==> config.mk <==
export PLATFORM = sky130hd
export DESIGN_NAME = delay_xfer_sched_flat
export DESIGN_NICKNAME = d
export VERILOG_FILES = /design/src/rtl/delay_xfer_sched_if.sv /design/src/rtl/delay_xfer_sched.sv /design/src/flat_wrapper.sv
export SDC_FILE = /design/constraint.sdc
export NUM_CORES = 1
export LEC_CHECK = 0
export ABC_CLOCK_PERIOD_IN_PS = 2900
export CORE_MARGIN = 2
export CORE_UTILIZATION = 35
export CTS_CLUSTER_DIAMETER = 150
export DETAILED_ROUTE_END_ITERATION = 16
export GPL_ROUTABILITY_DRIVEN = 1
export PLACE_DENSITY = 0.67
export SLEW_MARGIN = 10
export SYNTH_ARGS = -nofsm -noshare
export SYNTH_HDL_FRONTEND = slang
export SYNTH_SLANG_ARGS = --single-unit
==> constraint.sdc <==
create_clock -name clk -period 2.9 [get_ports clk]
set_clock_uncertainty 0.1 [all_clocks]
set_input_delay 0.87 -clock clk [delete_from_list [all_inputs] [get_ports clk]]
set_output_delay 0.87 -clock clk [all_outputs]
set_load 0.01 [all_outputs]
==> src/rtl/delay_xfer_sched_if.sv <==
// ----------------------------------------------------------------------------
// delay_xfer_sched_if
//   Request-side handshake between the control sequencer and the delayed
//   transfer scheduler.
//
//   Signals
//     req_valid  requester -> scheduler  request valid (held until accepted)
//     req_ready  scheduler -> requester  scheduler can accept a request
//     req_mode   requester -> scheduler  delay source select
//     req_delay  requester -> scheduler  per-request delay (mode 2)
//     abort      requester -> scheduler  cancel a pending countdown
//
//   Modports
//     master  control sequencer side
//     slave   scheduler side
// ----------------------------------------------------------------------------
interface delay_xfer_sched_if #(
    parameter int DW = 8
) ();
    logic          req_valid;
    logic          req_ready;
    logic [1:0]    req_mode;
    logic [DW-1:0] req_delay;
    logic          abort;

    modport master (
        output req_valid,
        output req_mode,
        output req_delay,
        output abort,
        input  req_ready
    );

    modport slave (
        input  req_valid,
        input  req_mode,
        input  req_delay,
        input  abort,
        output req_ready
    );
endinterface

==> src/rtl/delay_xfer_sched.sv <==
// ----------------------------------------------------------------------------
// delay_xfer_sched
//   Sequencer for a single delayed register transfer. A request is accepted,
//   a delay N is chosen from its mode, the block counts N cycles and then
//   copies src_data into xfer_data (dst = src). The source operand is taken
//   when the countdown expires, not when the request is accepted. Only one
//   operation is outstanding at a time; a new request may be accepted in the
//   cycle the transfer is issued.
//
//   Parameters
//     WIDTH  transferred data width
//     DW     delay / remaining-counter width
//     CW     issued-transfer counter width
//
//   Ports
//     clk         clock
//     rst_n       asynchronous active-low reset
//     cfg_d       config delay D (modes 0 and 1)
//     cfg_e       config delay E (mode 1)
//     req         request handshake (slave modport): req_valid, req_ready,
//                 req_mode, req_delay, abort
//     src_data    transfer source operand
//     xfer_valid  one-cycle pulse: transfer performed
//     xfer_data   transferred value, held until the next transfer
//     remaining   cycles left in the countdown, 0 when not counting
//     busy        high while counting
//     aborted     one-cycle pulse: countdown cancelled
//     mode_err    sticky flag: reserved mode 3 was accepted
//     xfer_cnt    number of issued transfers, wraps modulo 2^CW
// ----------------------------------------------------------------------------
module delay_xfer_sched #(
    parameter int WIDTH = 32,
    parameter int DW    = 8,
    parameter int CW    = 16
) (
    input  logic                 clk,
    input  logic                 rst_n,
    input  logic [DW-1:0]        cfg_d,
    input  logic [DW-1:0]        cfg_e,
    delay_xfer_sched_if.slave    req,
    input  logic [WIDTH-1:0]     src_data,
    output logic                 xfer_valid,
    output logic [WIDTH-1:0]     xfer_data,
    output logic [DW-1:0]        remaining,
    output logic                 busy,
    output logic                 aborted,
    output logic                 mode_err,
    output logic [CW-1:0]        xfer_cnt
);

    typedef enum logic [1:0] {
        IDLE  = 2'd0,
        COUNT = 2'd1,
        ISSUE = 2'd2
    } state_t;

    state_t        state;
    state_t        state_nxt;
    logic [DW-1:0] remaining_nxt;
    logic [DW-1:0] delay_n;
    logic          bad_mode;
    logic          accept;
    logic          abort_hit;

    // Mean of two delays. The sum is formed one bit wider so that the
    // largest inputs cannot overflow; the halving floors.
    function automatic logic [DW-1:0] avg_delay(input logic [DW-1:0] a,
                                                input logic [DW-1:0] b);
        logic [DW:0] sum;
        sum = {1'b0, a} + {1'b0, b};
        return DW'(sum >> 1);
    endfunction

    // Ready in ISSUE as well as IDLE so back-to-back requests lose no cycle.
    assign req.req_ready = (state == IDLE) || (state == ISSUE);
    assign accept        = req.req_valid && req.req_ready;
    assign abort_hit     = (state == COUNT) && req.abort;

    // Delay selection; only meaningful in the cycle a request is accepted.
    always_comb begin
        delay_n  = '0;
        bad_mode = 1'b0;
        case (req.req_mode)
            2'd0:    delay_n = cfg_d;
            2'd1:    delay_n = avg_delay(cfg_d, cfg_e);
            2'd2:    delay_n = req.req_delay;
            default: bad_mode = 1'b1;
        endcase
    end

    // Next-state and countdown.
    always_comb begin
        state_nxt     = state;
        remaining_nxt = remaining;
        case (state)
            IDLE, ISSUE: begin
                state_nxt     = IDLE;
                remaining_nxt = '0;
                if (accept) begin
                    if (delay_n != '0) begin
                        state_nxt     = COUNT;
                        remaining_nxt = delay_n;
                    end else begin
                        state_nxt = ISSUE;
                    end
                end
            end
            COUNT: begin
                // Abort takes priority even on the final count.
                if (req.abort) begin
                    state_nxt     = IDLE;
                    remaining_nxt = '0;
                end else if (remaining == DW'(1)) begin
                    state_nxt     = ISSUE;
                    remaining_nxt = '0;
                end else begin
                    remaining_nxt = remaining - DW'(1);
                end
            end
            default: begin
                state_nxt     = IDLE;
                remaining_nxt = '0;
            end
        endcase
    end

    always_ff @(posedge clk or negedge rst_n) begin
        if (!rst_n) begin
            state <= IDLE;
        end else begin
            state <= state_nxt;
        end
    end

    // Registered outputs, all derived from the next state so they line up
    // with the state they describe.
    always_ff @(posedge clk or negedge rst_n) begin
        if (!rst_n) begin
            remaining  <= '0;
            busy       <= 1'b0;
            xfer_valid <= 1'b0;
            xfer_data  <= '0;
            aborted    <= 1'b0;
            mode_err   <= 1'b0;
            xfer_cnt   <= '0;
        end else begin
            remaining  <= remaining_nxt;
            busy       <= (state_nxt == COUNT);
            xfer_valid <= (state_nxt == ISSUE);
            aborted    <= abort_hit;
            if (accept && bad_mode) begin
                mode_err <= 1'b1;
            end
            // The operand is sampled on the edge that enters ISSUE.
            if (state_nxt == ISSUE) begin
                xfer_data <= src_data;
                xfer_cnt  <= xfer_cnt + CW'(1);
            end
        end
    end

endmodule
==> src/flat_wrapper.sv <==
// flat-port wrapper written by rule: the top's interface ports become plain ports
module delay_xfer_sched_flat 
#(
    parameter int WIDTH = 32,
    parameter int DW    = 8,
    parameter int CW    = 16
)
  (clk, rst_n, cfg_d, cfg_e, src_data, xfer_valid, xfer_data, remaining, busy, aborted, mode_err, xfer_cnt, req_req_valid, req_req_mode, req_req_delay, req_abort, req_req_ready);
  delay_xfer_sched_if #(.DW(DW)) req_i ();
  input  logic clk;
  input  logic rst_n;
  input  logic [DW-1:0] cfg_d;
  input  logic [DW-1:0] cfg_e;
  input  logic [WIDTH-1:0] src_data;
  output logic xfer_valid;
  output logic [WIDTH-1:0] xfer_data;
  output logic [DW-1:0] remaining;
  output logic busy;
  output logic aborted;
  output logic mode_err;
  output logic [CW-1:0] xfer_cnt;
  input wire logic [$bits(req_i.req_valid)-1:0] req_req_valid;
  input wire logic [$bits(req_i.req_mode)-1:0] req_req_mode;
  input wire logic [$bits(req_i.req_delay)-1:0] req_req_delay;
  input wire logic [$bits(req_i.abort)-1:0] req_abort;
  output wire logic [$bits(req_i.req_ready)-1:0] req_req_ready;
  assign req_i.req_valid = req_req_valid;
  assign req_i.req_mode = req_req_mode;
  assign req_i.req_delay = req_req_delay;
  assign req_i.abort = req_abort;
  assign req_req_ready = req_i.req_ready;
  delay_xfer_sched #(.WIDTH(WIDTH), .DW(DW), .CW(CW)) u_core (.clk(clk), .rst_n(rst_n), .cfg_d(cfg_d), .cfg_e(cfg_e), .req(req_i), .src_data(src_data), .xfer_valid(xfer_valid), .xfer_data(xfer_data), .remaining(remaining), .busy(busy), .aborted(aborted), .mode_err(mode_err), .xfer_cnt(xfer_cnt));
endmodule
==> results of run 1 <==
==> sequential cells by signal, summed over array words and instances (netlist names) <==
register / count
u_core.xfer_cnt: 16
u_core.state: 2
u_core.mode_err: 1
u_core.aborted: 1
u_core.xfer_valid: 1
u_core.remaining: 8
u_core.busy: 1
u_core.xfer_data: 32
==> worst reg2reg max path, stage by stage (launching register included) <==
cell and delay [ps]:
dfrtp_1 460, nor4_1 420, nand3_1 210, o32a_4 320
buf_4 170, buf_12 120, mux2_4 290
==> cell type report <==
class	count	area [um^2]	area share
Multi-Input combinational cell	183	1740	0.327
Timing Repair Buffer	178	1710	0.321
Sequential cell	62	1550	0.291
Tap cell	108	135	0.0254
Clock buffer	10	128	0.0240
Inverter	9	33.8	0.00635
Clock inverter	4	26.3	0.00494
==> placed cells by master, fill, tap and decap left out, types with 3 or more instances in the layout <==
cell,Yosys,routed
a21oi_1,6,3
a21oi_2,1,3
and3_1,4,3
buf_12,0,5
buf_2,1,7
buf_4,0,43
buf_6,1,7
clkbuf_8,0,9
clkdlybuf4s15_2,0,3
clkdlybuf4s50_1,0,103
dfrtp_1,62,62
dlygate4sd2_1,0,4
ha_1,10,3
ha_4,0,7
inv_1,9,8
mux2_2,33,32
mux2i_1,7,6
nand2_1,13,13
nand2b_1,5,5
nand3_1,5,5
nand3b_1,3,3
nand4_1,5,5
nor2_1,13,10
nor4_4,0,4
o21ai_0,6,3
o21ai_2,0,3
o22ai_1,7,7
xnor2_1,8,8
xor2_1,16,16
==> report_power, final <==
group	total, W	switching (W)	internal, W	leakage (nW)
clock network	0.000612	0.000314	0.000299	0.0780
registers	0.00136	0.000197	0.00116	0.773
logic	0.00164	0.000627	0.00101	1.57
total	0.00361	0.00114	0.00247	2.42
==> how the worst max path moves through the flow <==
stage / startpoint / endpoint / cells after the start
2_1_floorplan: cfg_d[6] / u_core.xfer_cnt[14] / 9
3_3_place_gp: cfg_d[6] / u_core.xfer_cnt[2] / 10
3_5_place_dp: cfg_d[1] / u_core.xfer_cnt[14] / 12
4_1_cts: cfg_d[1] / u_core.xfer_cnt[14] / 12
5_1_grt: cfg_d[1] / u_core.xfer_data[19] / 12
6_report: cfg_e[6] / u_core.xfer_data[19] / 11
==> repair_timing <==
| action | in CTS | in global routing |
|---|---|---|
| gates cloned | 1 | 1 |
| setup buffers | 15 | 7 |
| resized for setup | 78 | 16 |
| setup endpoints to repair | 52 | 52 |
| pin swaps | 29 | 21 |
==> routing by layer <==
metal	global-route usage	routed length, um	up-vias
li1	-	-	1310
met1	0.218	3590	1330
met2	0.295	4240	80
met3	0.0540	438	11
met4	0.0630	169	0
met5	0	0	-
==> per-stage QoR <==
stage / setup slack, ps / std cells / setup TNS, ps / cell area, um^2
after global routing: -534 / 554 / -23130 / 5320
after CTS: -498 / 547 / -20180 / 5220
after detailed placement: -1160 / 517 / -56700 / 4820
final: -509 / 554 / -20920 / 5320
after floorplan: -417 / 264 / -18630 / 3230
after global placement: -1110 / 517 / -54640 / 4820
==> kinds of logic after synthesis <==
family                   Yosys count  share of synthesized area
multiplexers                      40                      0.144
flip-flops                        62                      0.506
XOR/XNOR                          24                     0.0686
buffers and inverters             19                     0.0261
adder cells (fa/ha/maj)           11                     0.0473
AND/OR/NAND/NOR                   74                      0.133
AO/OA/AOI/OAI                     34                     0.0747
==> results.sh, run 1 <==
export IMPL_outcome="finished, violations left"
export IMPL_violations="negative setup slack"
export IMPL_synthDistinctLibCells=42
export IMPL_r2r_end="u_core.xfer_data[19]"
export IMPL_max_freq_mhz=293
export IMPL_relSlewSlack=0.610
export IMPL_cts_tree="built"
export IMPL_grt_start_max_net_pins=63
export IMPL_cp_cell_sequence="clkdlybuf4s15_2 -> ha_4 -> nand4_1 -> a21oi_2 -> or4_4 -> and3_4 -> a2111o_1 -> o32a_4 -> buf_4 -> buf_12 -> mux2_4"
export IMPL_hold_viol=0
export IMPL_critPathMaxFanout=6
export IMPL_rows=34
export IMPL_cp_required_ps=3010
export IMPL_finalCritPeriodShare=1.18
export IMPL_async_flop_share=1.00
export IMPL_root_buffer="clkbuf_8"
export IMPL_hp_class="flip-flop to flip-flop"
export IMPL_final_fill_count=710
export IMPL_die_area_um2=9520
export IMPL_grt_pass1_vias=2810
export IMPL_io_pins=123
export IMPL_timing_hold_ws_ps=334
export IMPL_period_minus_slack_ps=3410
export IMPL_synth_edf_count=0
export IMPL_crit_path_end_kind="flip-flop"
export IMPL_ir_drop_mv=0.454
export IMPL_fin_nets=516
export IMPL_power_density_nw_per_um2=678
export IMPL_yosys_top_cells_count="dfrtp_1, mux2_2, xor2_1"
export IMPL_ys_ff_latch=62
export IMPL_synthTopCellsByArea="dfrtp_1, mux2_2, xor2_1, ha_1, mux2i_1"
export IMPL_crit_type="input pin to flip-flop"
export IMPL_start_kind="input pin"
export IMPL_first_pass_iters=4
export IMPL_yosysSeqAreaShare=0.506
export IMPL_antenna_found_initial=0
export IMPL_cts_max_level=3
export IMPL_synthCells=264
export IMPL_post_route_util=0.619
export IMPL_r2r_slack_ps=700
export IMPL_die_x_um=97.6
export IMPL_critPathSlowestCell="or4_4"
export IMPL_worstHoldStart="u_core.state[1]"
export IMPL_grt_pass1_wl_um=13700
export IMPL_setup_ws_ps=-509
export IMPL_drc=0
export IMPL_cp_data_arrival_time_ps=3520
export IMPL_synthesis_nets=337
export IMPL_finalSetupViolCount=52
export IMPL_syn_to_final_growth_pct=73.6
export IMPL_holdBufCountCts=0
export IMPL_yosys_warnings=0
export IMPL_via_per_inst=4.93
export IMPL_p_leak_nw=2.42
export IMPL_hold_depth=1
export IMPL_start_util=0.357
export IMPL_critical_path_max_stage_delay_ps=510
export IMPL_critical_path_top_delay_family="compound AO/OA/AOI/OAI gates"
export IMPL_syn_avg_cell_area_um2=11.6
export IMPL_clockBufferDepth=2
export IMPL_syn_area_um2=3070
export IMPL_wl_per_cell_um=15.2
export IMPL_clk_pin_slew_worst_paths_ps=70
export IMPL_slew_viol_final=0
export IMPL_r2r_cells=6
export IMPL_port_buffers=122
export IMPL_ant_nets=0
export IMPL_synth_top_cell_by_area="dfrtp_1"
export IMPL_grt_ovfl_total=0
export IMPL_routed_wl_um=8440
export IMPL_gp_congestion=0.870
export IMPL_cts_sinks=62
export IMPL_core_um2=8590
export IMPL_cts_made_buffers=9
export IMPL_crit_buf_inv=3
export IMPL_ys_flop_type="dfrtp_1"
export IMPL_synth_top_cell_area_share=0.506
export IMPL_drv_cap=0
export IMPL_drt_iter0_markers=74
export IMPL_n_antenna_cell=0
export IMPL_tightest_slew_ps=584
export IMPL_rsz0062_at_grt="true"
export IMPL_rr_startpoint="u_core.remaining[3]"
export IMPL_dpl_hpwl_um=5850
export IMPL_synth_most_common_cell="dfrtp_1"
export IMPL_die_h_um=97.6
export IMPL_power_w=0.00361
export IMPL_clock_latency_ps=320
export IMPL_hold_path_end="u_core.aborted"
export IMPL_layout_drive_gt1_share=0.352
export IMPL_vias=2731
export IMPL_grt_usage=0.177
(Power assumes the default switching activity.)
==> run 2: changes to the inputs <==
--- a/config.mk
+++ b/config.mk
@@ -11,6 +11,7 @@
 export CTS_CLUSTER_DIAMETER = 150
 export DETAILED_ROUTE_END_ITERATION = 16
 export GPL_ROUTABILITY_DRIVEN = 1
+export MAX_ROUTING_LAYER = met4
 export PLACE_DENSITY = 0.67
 export SLEW_MARGIN = 10
 export SYNTH_ARGS = -nofsm -noshare
==> results.sh, run 2 (synthesis results as in run 1) <==
export IMPL_outcome="finished, violations left"
export IMPL_violations="negative setup slack"
export IMPL_die_x_um=97.6
export IMPL_cts_made_buffers=9
export IMPL_holdBufCountCts=0
export IMPL_hold_depth=1
export IMPL_dpl_hpwl_um=5850
export IMPL_final_design_area_no_fill_um2=5320
export IMPL_cts_sinks=62
export IMPL_antenna_found_initial=0
export IMPL_critPathSlowestCell="or4_4"
export IMPL_drt_iter0_markers=81
export IMPL_largest_register="u_core.xfer_data"
export IMPL_p_sw_w=0.00114
export IMPL_period_minus_slack_ps=3410
export IMPL_max_freq_mhz=293
export IMPL_power_density_nw_per_um2=679
export IMPL_final_fill_count=710
export IMPL_placed_cell_area_um2=4820
export IMPL_die_h_um=97.6
export IMPL_io_pins=123
export IMPL_root_buffer="clkbuf_8"
export IMPL_p_leak_nw=2.42
export IMPL_via_per_inst=4.96
export IMPL_critPathMaxFanout=6
export IMPL_gp_congestion=0.885
export IMPL_seq_power_share=0.375
export IMPL_core_um2=8590
export IMPL_wl_met1_um=3650
export IMPL_crit_type="input pin to flip-flop"
export IMPL_largestRegisters="u_core.xfer_data x32, u_core.xfer_cnt x16, u_core.remaining x8"
export IMPL_r2r_end="u_core.xfer_data[19]"
export IMPL_routed_wl_um=8450
export IMPL_final_cell_mix="clkdlybuf4s50_1, dfrtp_1, buf_4, mux2_2, xor2_1"
export IMPL_grt_pass1_vias=2818
export IMPL_tightest_slew_ps=586
export IMPL_wl_per_cell_um=15.3
export IMPL_ant_nets=0
export IMPL_hold_viol=0
export IMPL_p_int_w=0.00247
export IMPL_switching_share=0.316
export IMPL_tns_ps=-21010
export IMPL_r2r_slack_ps=700
export IMPL_r2r_cells=6
export IMPL_port_buffers=122
export IMPL_combinationalPowerShare=0.454
export IMPL_final_common_cell="clkdlybuf4s50_1"
export IMPL_setup_ws_ps=-508
export IMPL_start_kind="input pin"
export IMPL_hp_class="flip-flop to flip-flop"
export IMPL_fin_nets=516
export IMPL_n_antenna_cell=0
export IMPL_grt_ovfl_total=0
export IMPL_cts_max_level=3
export IMPL_relSlewSlack=0.608
export IMPL_first_pass_iters=5
export IMPL_post_route_util=0.619
export IMPL_critical_path_max_stage_delay_ps=510
export IMPL_rsz0062_at_grt="true"
export IMPL_p_clk_frac=0.170
export IMPL_layout_drive_gt1_share=0.352
export IMPL_drv_cap=0
export IMPL_cp_required_ps=3010
export IMPL_grt_pass1_wl_um=13700
export IMPL_syn_to_final_growth_pct=73.6
export IMPL_crit_path_end_kind="flip-flop"
export IMPL_wl_met3_um=395
export IMPL_clockBufferDepth=2
export IMPL_clk_pin_slew_worst_paths_ps=70
export IMPL_dr_max_layer_used="met4"
export IMPL_met2WireLength_um=4280
export IMPL_finalCritPeriodShare=1.18
export IMPL_grt_start_max_net_pins=63
export IMPL_cp_cell_sequence="clkdlybuf4s15_2 -> ha_4 -> nand4_1 -> a21oi_2 -> or4_4 -> and3_4 -> a2111o_1 -> o32a_4 -> buf_4 -> buf_12 -> mux2_4"
export IMPL_timing_hold_ws_ps=334
export IMPL_rr_startpoint="u_core.remaining[3]"
export IMPL_vias=2749
export IMPL_worstHoldStart="u_core.state[1]"
export IMPL_finalSetupViolCount=52
export IMPL_largest_reg_flops=32
export IMPL_slew_viol_final=0
export IMPL_grt_usage=0.182
export IMPL_clock_latency_ps=320
export IMPL_rows=34
export IMPL_cts_tree="built"
export IMPL_ir_drop_mv=0.452
export IMPL_drc=0
export IMPL_start_util=0.357
export IMPL_hold_path_end="u_core.aborted"
export IMPL_die_area_um2=9520
export IMPL_cp_data_arrival_time_ps=3520
[run 2: final cells by class]
cell class | instances | area [um^2] | area share
multi-input combinational | 183 | 1740 | 0.327
clock inverter | 4 | 26.3 | 0.00494
timing repair buffer | 178 | 1710 | 0.321
clock buffer | 10 | 128 | 0.0240
sequential | 62 | 1550 | 0.291
tap | 108 | 135 | 0.0254
inverter | 9 | 33.8 | 0.00635
[run 2: worst max-delay path: cells and delay by family]
family	cells	cell delay, ps
muxes	1	280
adders and majority gates	1	260
and+or+nand+nor	3	790
AOI/OAI and AO/OA	3	820
buffers and inverters	3	490
[run 2: what timing repair did]
| action | CTS | global route |
|---|---|---|
| gates cloned | 1 | 1 |
| setup endpoints to repair | 52 | 52 |
| resized for setup | 78 | 16 |
| buffers inserted | 15 | 7 |
| pin swaps | 29 | 21 |
[run 2: per-stage QoR]
stage          setup WS, ps  total power [W]  instances
5_1_grt                -534          0.00385        554
3_5_place_dp          -1160          0.00290        517
2_1_floorplan          -417          0.00202        264
4_1_cts                -498          0.00360        547
3_3_place_gp          -1110          0.00288        517
6_report               -508          0.00361        554
[run 2: worst max path at each step]
stage          startpoint              endpoint  slack, ps
3_3_place_gp     cfg_d[6]    u_core.xfer_cnt[2]      -1110
3_5_place_dp     cfg_d[1]   u_core.xfer_cnt[14]      -1160
6_report         cfg_e[6]  u_core.xfer_data[19]       -510
2_1_floorplan    cfg_d[6]   u_core.xfer_cnt[14]       -420
5_1_grt          cfg_d[1]  u_core.xfer_data[19]       -530
4_1_cts          cfg_d[1]   u_core.xfer_cnt[14]       -500
[run 2: power by group through the flow]
stage / sequential [W] / combinational (W) / clock [W]
2_1_floorplan: 0.00148 / 0.000541 / 0
3_3_place_gp: 0.00136 / 0.00152 / 0
3_5_place_dp: 0.00137 / 0.00154 / 0
4_1_cts: 0.00136 / 0.00161 / 0.000639
5_1_grt: 0.00140 / 0.00176 / 0.000691
6_report: 0.00136 / 0.00164 / 0.000615
[run 2: layer usage]
metal / vias up / track usage
met5: - / -
met4: 0 / 0.0630
met3: 10 / 0.0439
met2: 92 / 0.295
met1: 1340 / 0.224
li1: 1307 / -
==> run 3: changes to the inputs <==
--- a/config.mk
+++ b/config.mk
@@ -7,12 +7,13 @@
 export LEC_CHECK = 0
 export ABC_CLOCK_PERIOD_IN_PS = 2900
 export CORE_MARGIN = 2
-export CORE_UTILIZATION = 35
+export CORE_UTILIZATION = 46
 export CTS_CLUSTER_DIAMETER = 150
+export CTS_CLUSTER_SIZE = 8
 export DETAILED_ROUTE_END_ITERATION = 16
 export GPL_ROUTABILITY_DRIVEN = 1
 export MAX_ROUTING_LAYER = met4
-export PLACE_DENSITY = 0.67
+export PLACE_DENSITY = 0.84
 export SLEW_MARGIN = 10
 export SYNTH_ARGS = -nofsm -noshare
 export SYNTH_HDL_FRONTEND = slang
==> results.sh, run 3 (synthesis results as in run 1) <==
export IMPL_p_leak_nw=2.34
export IMPL_dr_max_layer_used="met4"
export IMPL_largest_reg_flops=32
export IMPL_setup_ws_ps=-471
export IMPL_grt_pass1_wl_um=14000
export IMPL_largestRegisters="u_core.xfer_data x32, u_core.xfer_cnt x16, u_core.remaining x8"
export IMPL_largest_register="u_core.xfer_data"
export IMPL_via_per_inst=5.49
export IMPL_clock_latency_ps=340
export IMPL_start_kind="input pin"
export IMPL_critPathSlowestCell="or4_4"
export IMPL_grt_start_max_net_pins=26
export IMPL_finalSetupViolCount=50
export IMPL_hp_class="flip-flop to flip-flop"
export IMPL_timing_hold_ws_ps=345
export IMPL_wl_met3_um=516
export IMPL_core_um2=6390
export IMPL_die_x_um=85.6
export IMPL_cts_tree="built"
export IMPL_root_buffer="clkbuf_8"
export IMPL_ant_nets=0
export IMPL_syn_to_final_growth_pct=67.7
export IMPL_first_pass_iters=4
export IMPL_clk_pin_slew_worst_paths_ps=70
export IMPL_max_freq_mhz=297
export IMPL_start_util=0.480
export IMPL_rsz0062_at_grt="true"
export IMPL_clockBufferDepth=2
export IMPL_violations="negative setup slack"
export IMPL_cts_sinks=62
export IMPL_hold_viol=0
export IMPL_grt_usage=0.255
export IMPL_antenna_found_initial=0
export IMPL_finalCritPeriodShare=1.16
export IMPL_holdBufCountCts=0
export IMPL_cp_cell_sequence="buf_6 -> ha_4 -> a21o_1 -> or4_4 -> and3_4 -> a2111o_1 -> o32a_4 -> buf_4 -> clkbuf_16 -> mux2_2"
export IMPL_io_pins=123
export IMPL_final_design_area_no_fill_um2=5140
export IMPL_drc=0
export IMPL_tightest_slew_ps=675
export IMPL_final_cell_mix="clkdlybuf4s50_1, dfrtp_1, buf_4, mux2_2, xor2_1"
export IMPL_relSlewSlack=0.549
export IMPL_slew_viol_final=0
export IMPL_port_buffers=122
export IMPL_power_density_nw_per_um2=730
export IMPL_cp_required_ps=3020
export IMPL_regArea_um2=1550
export IMPL_routed_wl_um=9460
export IMPL_wl_met1_um=3680
export IMPL_n_antenna_cell=0
export IMPL_drv_cap=0
export IMPL_cts_max_level=3
export IMPL_critPathMaxFanout=10
export IMPL_dpl_hpwl_um=6000
export IMPL_die_h_um=85.6
export IMPL_grt_pass1_vias=2895
export IMPL_period_minus_slack_ps=3370
export IMPL_critical_path_max_stage_delay_ps=530
export IMPL_fin_nets=500
export IMPL_cp_data_arrival_time_ps=3490
export IMPL_met2WireLength_um=5000
export IMPL_rows=29
export IMPL_drt_iter0_markers=116
export IMPL_final_fill_count=378
export IMPL_crit_path_end_kind="flip-flop"
export IMPL_tns_ps=-21140
export IMPL_grt_ovfl_total=0
export IMPL_die_area_um2=7330
export IMPL_ir_drop_mv=0.647
export IMPL_vias=2790
export IMPL_multi_input_area_um2=1730
export IMPL_cts_made_buffers=9
export IMPL_gp_congestion=0.851
export IMPL_crit_type="input pin to flip-flop"
export IMPL_placed_cell_area_um2=4690
export IMPL_final_common_cell="clkdlybuf4s50_1"
export IMPL_outcome="finished, violations left"
export IMPL_layout_drive_gt1_share=0.318
export IMPL_wl_per_cell_um=18.6
-- run 3: area by class of cell --
| class | instances | area share |
|---|---|---|
| clock inverters | 4 | 0.00925 |
| flip-flops and latches | 62 | 0.302 |
| repair buffers | 162 | 0.300 |
| well taps | 77 | 0.0187 |
| clock buffers | 11 | 0.0275 |
| multi-input cells | 183 | 0.336 |
| inverters | 9 | 0.00657 |
-- run 3: worst paths after layout --
| kind | to | slack [ps] | startpoint | cells past startpoint |
|---|---|---|---|---|
| hold reg to reg | u_core.aborted | 340 | u_core.state[1] | 1 |
| hold / removal | u_core.aborted | 340 | u_core.state[1] | 1 |
| setup reg to reg | u_core.xfer_data[11] | 660 | u_core.remaining[3] | 6 |
| min in group asynchronous | u_core.xfer_data[17] | 400 | rst_n | 1 |
| max in group asynchronous | u_core.xfer_cnt[11] | 1610 | rst_n | 2 |
| setup / recovery | u_core.xfer_data[11] | -470 | cfg_e[6] | 10 |
-- run 3: metal layers --
metal,global-route usage,vias up
met1,0.312,1377
met2,0.409,122
met4,0.115,0
met5,-,-
li1,-,1271
met3,0.0529,20
-- run 3: metrics by stage --
stage                     utilization  power [W]  instances  worst slack [ps]
final                           0.805    0.00375        508              -471
after global routing            0.805    0.00392        508              -556
after CTS                       0.796    0.00370        505              -459
after detailed placement        0.735    0.00290        478             -1180
after global placement          0.735    0.00285        478             -1090
after floorplan                     -    0.00202        264              -417
-- run 3: where the power goes --
group / internal (W) / switching, W / total (W)
Clock: 0.000413 / 0.000330 / 0.000743
Sequential: 0.00116 / 0.000209 / 0.00137
Combinational: 0.000985 / 0.000659 / 0.00164
-- run 3: critical path, delay by kind of cell --
family / cells / cell delay (ps)
compound gates: 3 / 940
fa+ha+maj: 1 / 250
buf+inv: 3 / 430
mux: 1 / 280
simple gates: 2 / 720
-- run 3: repair_timing --
action,4_1_cts,5_1_grt
setup buffers,11,3
resized for setup,69,13
cloned,1,1
setup endpoints to repair,52,50
pin swaps,27,14
